File: config.mk
export PLATFORM = sky130hd
export DESIGN_NAME = pipeline_hazard_ctrl_flat
export DESIGN_NICKNAME = d
export VERILOG_FILES = /design/src/rtl/pipeline_hazard_ctrl_pkg.sv /design/src/rtl/pipeline_hazard_ctrl_if.sv /design/src/rtl/pipeline_hazard_ctrl_sat_counter.sv /design/src/rtl/pipeline_hazard_ctrl.sv /design/src/flat_wrapper.sv
export SDC_FILE = /design/constraint.sdc
export NUM_CORES = 1
export LEC_CHECK = 0
export ABC_AREA = 0
export CORE_UTILIZATION = 49
export DETAILED_ROUTE_END_ITERATION = 8
export GPL_TIMING_DRIVEN = 0
export PLACE_DENSITY = 0.88
export SLEW_MARGIN = 20
export SYNTH_ARGS = -nofsm -noshare
export SYNTH_HDL_FRONTEND = slang
export SYNTH_SLANG_ARGS = --single-unit
File: constraint.sdc
create_clock -name clk -period 2.6 [get_ports clk]
set_input_delay 0.39 -clock clk [delete_from_list [all_inputs] [get_ports clk]]
set_output_delay 0.39 -clock clk [all_outputs]
set_load 0.01 [all_outputs]
File: src/rtl/pipeline_hazard_ctrl_pkg.sv
// pipe_ctrl_pkg: shared state encoding and constants for the pipeline hazard controller.
package pipe_ctrl_pkg;
    typedef enum logic {RUN = 1'b0, MEM_WAIT = 1'b1} state_t;
    localparam logic [4:0] REG_ZERO = 5'd0;
    localparam int MEM_TIMEOUT_DEF = 64;
endpackage

File: src/rtl/pipeline_hazard_ctrl_if.sv
// pipeline_hazard_ctrl_if: hazard inputs from ID/EX/MEM and pipeline-register controls.
interface pipeline_hazard_ctrl_if #(parameter int CNT_W = 16);
    logic [4:0]       id_rs;
    logic [4:0]       id_rt;
    logic             id_uses_rt;
    logic             id_ex_mem_read;
    logic [4:0]       id_ex_rt;
    logic             branch_taken;
    logic             ex_mem_mem_req;
    logic             dmem_ready;
    logic             pc_write;
    logic             if_id_write;
    logic             if_id_flush;
    logic             id_ex_bubble;
    logic             ex_mem_hold;
    logic             mem_wb_bubble;
    logic             dmem_valid;
    logic             mem_err;
    logic [CNT_W-1:0] stall_cycles;
    modport master (
        output id_rs, id_rt, id_uses_rt, id_ex_mem_read, id_ex_rt, branch_taken, ex_mem_mem_req, dmem_ready,
        input  pc_write, if_id_write, if_id_flush, id_ex_bubble, ex_mem_hold, mem_wb_bubble, dmem_valid, mem_err, stall_cycles
    );
    modport slave (
        input  id_rs, id_rt, id_uses_rt, id_ex_mem_read, id_ex_rt, branch_taken, ex_mem_mem_req, dmem_ready,
        output pc_write, if_id_write, if_id_flush, id_ex_bubble, ex_mem_hold, mem_wb_bubble, dmem_valid, mem_err, stall_cycles
    );
endinterface

File: src/rtl/pipeline_hazard_ctrl_sat_counter.sv
// sat_counter: up-counter with synchronous clear that stops at a programmable maximum.
module sat_counter #(parameter int W = 8) (
    input  logic         clk,
    input  logic         rst,
    input  logic         inc,
    input  logic         clr,
    input  logic [W-1:0] max,
    output logic [W-1:0] count,
    output logic         at_max
);
    assign at_max = count == max;
    always_ff @(posedge clk or negedge rst) begin
        if (!rst) count <= '0;
        else count <= clr ? '0 : (inc && !at_max) ? count + W'(1) : count;
    end
endmodule

File: src/rtl/pipeline_hazard_ctrl.sv
// pipeline_hazard_ctrl: stall/flush sequencer resolving load-use, taken-branch and data-memory waits.
module pipeline_hazard_ctrl import pipe_ctrl_pkg::*; #(
    parameter int MEM_TIMEOUT = MEM_TIMEOUT_DEF,
    parameter int CNT_W       = 16
) (
    input logic                 clk,
    input logic                 rst,
    pipeline_hazard_ctrl_if.slave bus
);
    localparam int WAIT_W = $clog2(MEM_TIMEOUT + 1);
    state_t            state;
    logic              in_wait;
    logic              load_use;
    logic              mem_stall;
    logic              err_q;
    logic              wait_at_max;
    logic              stall_at_max;
    logic [WAIT_W-1:0] wait_cnt;
    assign in_wait  = state == MEM_WAIT;
    assign load_use = bus.id_ex_mem_read && bus.id_ex_rt != REG_ZERO &&
                      (bus.id_ex_rt == bus.id_rs || (bus.id_uses_rt && bus.id_ex_rt == bus.id_rt));
    // A held request in MEM_WAIT keeps dmem_valid up, so one term covers both freeze cases.
    assign bus.dmem_valid    = rst && (in_wait || bus.ex_mem_mem_req);
    assign mem_stall         = bus.dmem_valid && !bus.dmem_ready;
    assign bus.pc_write      = rst && !mem_stall && !load_use;
    assign bus.if_id_write   = bus.pc_write;
    assign bus.if_id_flush   = rst && !mem_stall && !load_use && bus.branch_taken;
    assign bus.id_ex_bubble  = !rst || (!mem_stall && load_use);
    assign bus.ex_mem_hold   = mem_stall;
    assign bus.mem_wb_bubble = !rst || mem_stall;
    assign bus.mem_err       = err_q || wait_at_max;
    always_ff @(posedge clk or negedge rst) begin
        if (!rst) begin
            state <= RUN;
            err_q <= 1'b0;
        end else begin
            state <= mem_stall ? MEM_WAIT : RUN;
            err_q <= err_q || wait_at_max;
        end
    end
    sat_counter #(.W(WAIT_W)) u_wait_cnt (
        .clk    (clk),
        .rst    (rst),
        .inc    (in_wait),
        .clr    (!in_wait && mem_stall),
        .max    (WAIT_W'(MEM_TIMEOUT)),
        .count  (wait_cnt),
        .at_max (wait_at_max)
    );
    sat_counter #(.W(CNT_W)) u_stall_cnt (
        .clk    (clk),
        .rst    (rst),
        .inc    (!bus.pc_write && !stall_at_max),
        .clr    (1'b0),
        .max    ({CNT_W{1'b1}}),
        .count  (bus.stall_cycles),
        .at_max (stall_at_max)
    );
endmodule
File: src/flat_wrapper.sv
// flat-port wrapper written by rule: the top's interface ports become plain ports
module pipeline_hazard_ctrl_flat import pipe_ctrl_pkg::*;
#(
    parameter int MEM_TIMEOUT = MEM_TIMEOUT_DEF,
    parameter int CNT_W       = 16
)
  (clk, rst, bus_id_rs, bus_id_rt, bus_id_uses_rt, bus_id_ex_mem_read, bus_id_ex_rt, bus_branch_taken, bus_ex_mem_mem_req, bus_dmem_ready, bus_pc_write, bus_if_id_write, bus_if_id_flush, bus_id_ex_bubble, bus_ex_mem_hold, bus_mem_wb_bubble, bus_dmem_valid, bus_mem_err, bus_stall_cycles);
  pipeline_hazard_ctrl_if #(.CNT_W(CNT_W)) bus_i ();
  input logic clk;
  input logic rst;
  input wire logic [$bits(bus_i.id_rs)-1:0] bus_id_rs;
  input wire logic [$bits(bus_i.id_rt)-1:0] bus_id_rt;
  input wire logic [$bits(bus_i.id_uses_rt)-1:0] bus_id_uses_rt;
  input wire logic [$bits(bus_i.id_ex_mem_read)-1:0] bus_id_ex_mem_read;
  input wire logic [$bits(bus_i.id_ex_rt)-1:0] bus_id_ex_rt;
  input wire logic [$bits(bus_i.branch_taken)-1:0] bus_branch_taken;
  input wire logic [$bits(bus_i.ex_mem_mem_req)-1:0] bus_ex_mem_mem_req;
  input wire logic [$bits(bus_i.dmem_ready)-1:0] bus_dmem_ready;
  output wire logic [$bits(bus_i.pc_write)-1:0] bus_pc_write;
  output wire logic [$bits(bus_i.if_id_write)-1:0] bus_if_id_write;
  output wire logic [$bits(bus_i.if_id_flush)-1:0] bus_if_id_flush;
  output wire logic [$bits(bus_i.id_ex_bubble)-1:0] bus_id_ex_bubble;
  output wire logic [$bits(bus_i.ex_mem_hold)-1:0] bus_ex_mem_hold;
  output wire logic [$bits(bus_i.mem_wb_bubble)-1:0] bus_mem_wb_bubble;
  output wire logic [$bits(bus_i.dmem_valid)-1:0] bus_dmem_valid;
  output wire logic [$bits(bus_i.mem_err)-1:0] bus_mem_err;
  output wire logic [$bits(bus_i.stall_cycles)-1:0] bus_stall_cycles;
  assign bus_i.id_rs = bus_id_rs;
  assign bus_i.id_rt = bus_id_rt;
  assign bus_i.id_uses_rt = bus_id_uses_rt;
  assign bus_i.id_ex_mem_read = bus_id_ex_mem_read;
  assign bus_i.id_ex_rt = bus_id_ex_rt;
  assign bus_i.branch_taken = bus_branch_taken;
  assign bus_i.ex_mem_mem_req = bus_ex_mem_mem_req;
  assign bus_i.dmem_ready = bus_dmem_ready;
  assign bus_pc_write = bus_i.pc_write;
  assign bus_if_id_write = bus_i.if_id_write;
  assign bus_if_id_flush = bus_i.if_id_flush;
  assign bus_id_ex_bubble = bus_i.id_ex_bubble;
  assign bus_ex_mem_hold = bus_i.ex_mem_hold;
  assign bus_mem_wb_bubble = bus_i.mem_wb_bubble;
  assign bus_dmem_valid = bus_i.dmem_valid;
  assign bus_mem_err = bus_i.mem_err;
  assign bus_stall_cycles = bus_i.stall_cycles;
  pipeline_hazard_ctrl #(.MEM_TIMEOUT(MEM_TIMEOUT), .CNT_W(CNT_W)) u_core (.clk(clk), .rst(rst), .bus(bus_i));
endmodule
# Word level (Yosys, flattened, before mapping)
# Index checks and enable logic that the tools add are counted.
[word_totals] ff_bits=25 latch_bits=0 mem_bits_rw=0 romBits=0 input_bits=22 out_inout_bits=24 word_cells=41 n_memories=0
[op_classes] add_sub_neg=2 multipliers=0 div_mod_pow=0 magnitude_cmp=0 eq_ne=4 shifts=0 muxes=3 n_bitwise=0 reduce_logical=28
[op_table] operator="adder 16 x 1 -> 16 bit (second input constant)" n=1
[op_table] operator="== test 16 bit (second input constant)" n=1
[op_table] operator="two-way mux 7 bit" n=2
[op_table] operator="logical AND 1 bit" n=13
[op_table] operator="== test 5 bit" n=2
[op_table] operator="logical NOT 1 bit" n=8
[op_table] operator="adder 7 x 1 -> 7 bit (second input constant)" n=1
[op_table] operator="== test 7 bit (second input constant)" n=1
[op_table] operator="logical OR 1 bit" n=5
[op_table] operator="nonzero test 5 bit" n=1
[op_table] operator="nonzero test 2 bit" n=1
[op_table] operator="two-way mux 1 bit" n=1

# Depth between registers and ports, before layout
[logic_depth] word_depth=9 depth_mapped=7 depth_no_buf=7

# Modules after synthesis
# A second synthesis with hierarchy kept.
[unflattened] hier_cells=197 area_unflattened_um2=1774.2
[by_module_without_submodules] module="sat_counter (u_core.u_stall_cnt)" n_inst=1 cells_each=113 area_per_inst_um2=1043.5 seq_area_each_um2=400.4
[by_module_without_submodules] module="sat_counter (u_core.u_wait_cnt)" n_inst=1 cells_each=48 area_per_inst_um2=449.2 seq_area_each_um2=175.2
[by_module_without_submodules] module="pipeline_hazard_ctrl" n_inst=1 cells_each=36 area_per_inst_um2=281.5 seq_area_each_um2=50.0

# Worst setup path after synthesis
# OpenSTA, ideal clock, no wires.
[synth_timing] path_type="input to output" from="input port bus_id_ex_rt[0]" to="output port bus_if_id_flush" arrival_ns=1.655 required_ns=2.210 path_slack_ns=0.555 cell_stages=5 path_buffers=1 cell_sequence="or4_1 -> o21a_1 -> a21oi_4 -> buf_6 -> and2_1"
[synth_via] elab_chain_len=7 elab_cells_between_ends=10 classes_between="2 x eq/ne; 8 x reduce/logical"
[synth_lines] element="from (decl)" line="flat_wrapper.sv:15" text="input wire logic [$bits(bus_i.id_ex_rt)-1:0] bus_id_ex_rt;"
[synth_lines] element="== test 5 bit" line="pipeline_hazard_ctrl.sv:21" text="(bus.id_ex_rt == bus.id_rs || (bus.id_uses_rt && bus.id_ex_rt == bus.id_rt));"
[synth_lines] element="logical AND 1 bit" line="pipeline_hazard_ctrl.sv:21"
[synth_lines] element="logical OR 1 bit" line="pipeline_hazard_ctrl.sv:21"
[synth_lines] element="logical AND 1 bit *" line="pipeline_hazard_ctrl.sv:20" text="assign load_use = bus.id_ex_mem_read && bus.id_ex_rt != REG_ZERO &&"
[synth_lines] element="logical NOT 1 bit *"
[synth_lines] element="logical AND 1 bit *"
[synth_lines] element="via bus_if_id_write" line="flat_wrapper.sv:20" text="output wire logic [$bits(bus_i.if_id_write)-1:0] bus_if_id_write;"
[synth_lines] element="logical AND 1 bit *" line="pipeline_hazard_ctrl.sv:27" text="assign bus.if_id_flush = rst && !mem_stall && !load_use && bus.branch_taken;"
[synth_lines] element="to (decl)" line="flat_wrapper.sv:21" text="output wire logic [$bits(bus_i.if_id_flush)-1:0] bus_if_id_flush;"
# The timed path passes the listed nets; every way through them passes the cells marked *.

# Final worst setup path
[layout_timing] from="input port bus_id_ex_rt[0]" to="output port bus_if_id_flush"
[layout_via] elab_chain_len=7 elab_cells_between_ends=10 classes_between="2 x eq/ne; 8 x reduce/logical"
[layout_lines] element="== test 5 bit" line="pipeline_hazard_ctrl.sv:21"
[layout_lines] element="logical AND 1 bit" line="pipeline_hazard_ctrl.sv:21"
[layout_lines] element="logical OR 1 bit" line="pipeline_hazard_ctrl.sv:21"
[layout_lines] element="logical AND 1 bit *" line="pipeline_hazard_ctrl.sv:20"
[layout_lines] element="logical NOT 1 bit *" line="pipeline_hazard_ctrl.sv:27"
[layout_lines] element="logical AND 1 bit * (2 in series)" line="pipeline_hazard_ctrl.sv:27"
# Mark *: on every way between the ends. The rest lies on a longest branch, timed or not.

==> impl_results.md <==
- Status: finished clean
- Synthesized instance count: 139
- Total die area: 0.003112 sq mm
- Final Max Slew Viols: 0
- I/O Buffers: 45
- Worst slack at placement: -0.5433 ns
- Vias in the first global route: 1272
- Synth warn: 0
- Max VDD drop: 0.6057 mV
- H-tree depth: 1
- PD cells: 650.8 mW/mm^2
- Starting Density: 0.5141
- Worst-Skew Late Latency: 0.32 ns
- Async set-reset flop share out of synthesis: 1.000
- Setup crit start kind: primary input
- Via count: 1230
- Setup slack after layout: 0.06417 ns
- Rows: 19
- Largest net degree at the start of global routing: 31
- Final setup fails: 0
- Cell repeated most along the worst path: dlygate4sd2_1
- Mean post-synth cell area: 10.20 sq um
- Vias/cell: 5.566
- Initial drt markers: 47
- CP Capture Type: output pin
- Placeable Area: 0.002758 sq mm
- DP Area: 0.001902 sq mm
- Tcrit/Tclk final: 0.9753
- Fmax: 0.3943 GHz
- Largest cells by area after synthesis: dfrtp_1 (44%), xnor2_1 (8.6%), xor2_1 (7.4%)
- DRT Pass-1 Iters: 6
- GRT overflow: 0
- Skew final: 0.004246 ns
- Die Y: 55.79 um
- CTS Buf Count: 3
- HPWL after detailed placement: 2.421 mm
- Hold crit path type: in -> async
- Slowest-stage cell, CP: or4_4
- Clock power frac: 0.142
- Ys flop type: dfrtp_1
- Max-capacitance violation count: 0
- Share of the synthesized area in the top cell type: 0.4413
- Die width: 55.79 um
- CTS sink count: 25
- Most common cell in the netlist: dfrtp_1
- Mapped Nets: 164
- Area growth syn-to-layout: 37.42%
- Most frequent cells after synthesis: dfrtp_1 (25), xnor2_1 (14), xor2_1 (12)
- CP Max Fanout: 11
- Worst rel slew slack: 0.4485
- CP arrival: 2.15 ns
- Internal cell power: 0.0008219 W
- RSZ-0062 raised after global routing: no
- Hold slack: 0.06328 ns
- Fin cells: 221
- Synth Cell Area: 0.001418 sq mm
- Nets: 216
- Sw Share: 0.3517
- Post-route ant nets: 0
- Global-route wire length before repair: 5.395 mm
- Sw Pwr: 0.0004460 W
- Layout cell share with drive strength beyond 1: 0.07895
- Fin. Hold Viols: 0
- Number of synthesized flops with an enable pin: 0
- Synth unique cells: 36
- Post-Route WL: 3.220 mm
- Worst-path clk slew: 0.15 ns
- Sequential cell area: 625.6 sq um
- Register share of total power: 0.462
- Cell area after layout: 0.001948 sq mm
- Minimum clock period: 2.536 ns
- Leak Pwr: 0.8051 nW
- Worst Tran Pin Value: 0.8162 ns
- Worst endpoint required time: 2.21 ns
- Total Routing Usage GR: 0.2120
- GPL Wtd Cong: 0.8526
- CTS tree: yes
- Multi-input gate area: 769.5 sq um
- Drt drc: 0
- Combinational power share: 0.396
- Ports: 46
- Worst path cell trace: dlygate4sd2_1, or4_4, o21a_1, a21oi_4, buf_6, and2_1, dlygate4sd2_1
- WS Path Type: in -> out
- Share of the yosys chip area belonging to registers: 0.4413
- Fillers: 201
- Worst-case clock buffer depth: 2
- WL/cell: 14.57 um
- Post-synth top area cell: dfrtp_1
- ANT cells: 0
- Critical path's largest stage delay: 0.54 ns
- Root buffer cell: clkbuf_4
- Initial antenna violation count: 0
- #FFs+latches synth: 25
- DP Cell Count: 215
logic make-up (layout without fill, tap and decap cells):
group	after synthesis	in the layout	share of synthesized area
flip-flops	25	25	0.4413
multiplexers	1	1	0.01059
adder cells (fa/ha/maj)	3	3	0.02648
buffers and inverters	6	57	0.02383
XOR/XNOR	26	26	0.1606
AND/OR/NAND/NOR	64	64	0.2630
AO/OA/AOI/OAI	14	14	0.07414
critical path: cells and delay by family:
kind	cells	cell delay [ns]
AOI/OAI and AO/OA	2	0.41
buffers and inverters	3	0.68
and+or+nand+nor	2	0.66
layout by cell type, fill, tap and decap left out, types with 2 or more instances in the layout:
cell	count
nand4_1	9
and2_1	2
nor4_1	6
dfrtp_1	25
buf_4	3
dlygate4sd2_1	8
nand4b_1	3
clkbuf_4	3
nor2_1	10
xnor2_1	14
clkdlybuf4s50_1	36
and3_1	2
a21oi_1	2
inv_1	4
xor2_1	12
ha_1	3
nor2b_1	3
o21ai_0	3
o31ai_1	3
nand3_1	8
nand2_1	11
power groups by stage:
stage	clock network, W	logic, W	registers (W)
4_1_cts	0.000183	0.000500	0.000584
6_report	0.000181	0.000502	0.000585
5_1_grt	0.000194	0.000544	0.000598
3_5_place_dp	0	0.000499	0.000588
3_3_place_gp	0	0.000490	0.000585
2_1_floorplan	0	0.000221	0.000602
worst paths after layout:
path                                             start                      endpoint  slack [ns]  cells past startpoint
setup / recovery                       bus_id_ex_rt[0]               bus_if_id_flush        0.06                      7
hold / removal                                     rst    u_core.u_wait_cnt.count[6]        0.06                      1
setup reg to reg           u_core.u_stall_cnt.count[3]  u_core.u_stall_cnt.count[13]        0.69                      5
hold reg to reg                           u_core.err_q                  u_core.err_q        0.49                      1
max in group asynchronous                          rst  u_core.u_stall_cnt.count[14]        2.13                      1
min in group clk                          u_core.err_q                  u_core.err_q        0.49                      1
registers in the layout (all words and copies together) (netlist names):
name and flops:
u_core.u_stall_cnt.count 16, u_core.u_wait_cnt.count 7, u_core.err_q 1, u_core.in_wait 1
area by class of cell:
type	instances	share of cell area
Buffer	2	0.009634
Clock buffer	3	0.01156
Clock inverter	1	0.003854
Inverter	4	0.007707
Multi-Input combinational cell	108	0.3950
Sequential cell	25	0.3211
Tap cell	31	0.01991
Timing Repair Buffer	47	0.2312
per-layer routing:
metal / global-route usage / up-vias / part of all wire
met5: 0 / - / 0
met4: 0.03929 / 0 / 0.0025
met3: 0.02791 / 2 / 0.036
met2: 0.3873 / 34 / 0.52
met1: 0.2690 / 592 / 0.44
li1: - / 602 / -
per-stage QoR:
stage / power [W] / utilization / TNS [ns]
finish: 0.001268 / 0.7064 / 0
global route: 0.001335 / 0.7064 / 0
CTS: 0.001267 / 0.7037 / 0
detailed placement: 0.001087 / 0.6897 / -1.616
global placement: 0.001074 / 0.6915 / -10.85
floorplan: 0.0008231 / - / 0
repair_timing:
item                       4_1_cts  5_1_grt
pin swaps                        2        1
gates resized for setup          9        1
setup endpoints to repair        4        1
buffers inserted                 2        0
hold buffers                     0        0
Note: power is estimated with default switching activity, not from simulation.
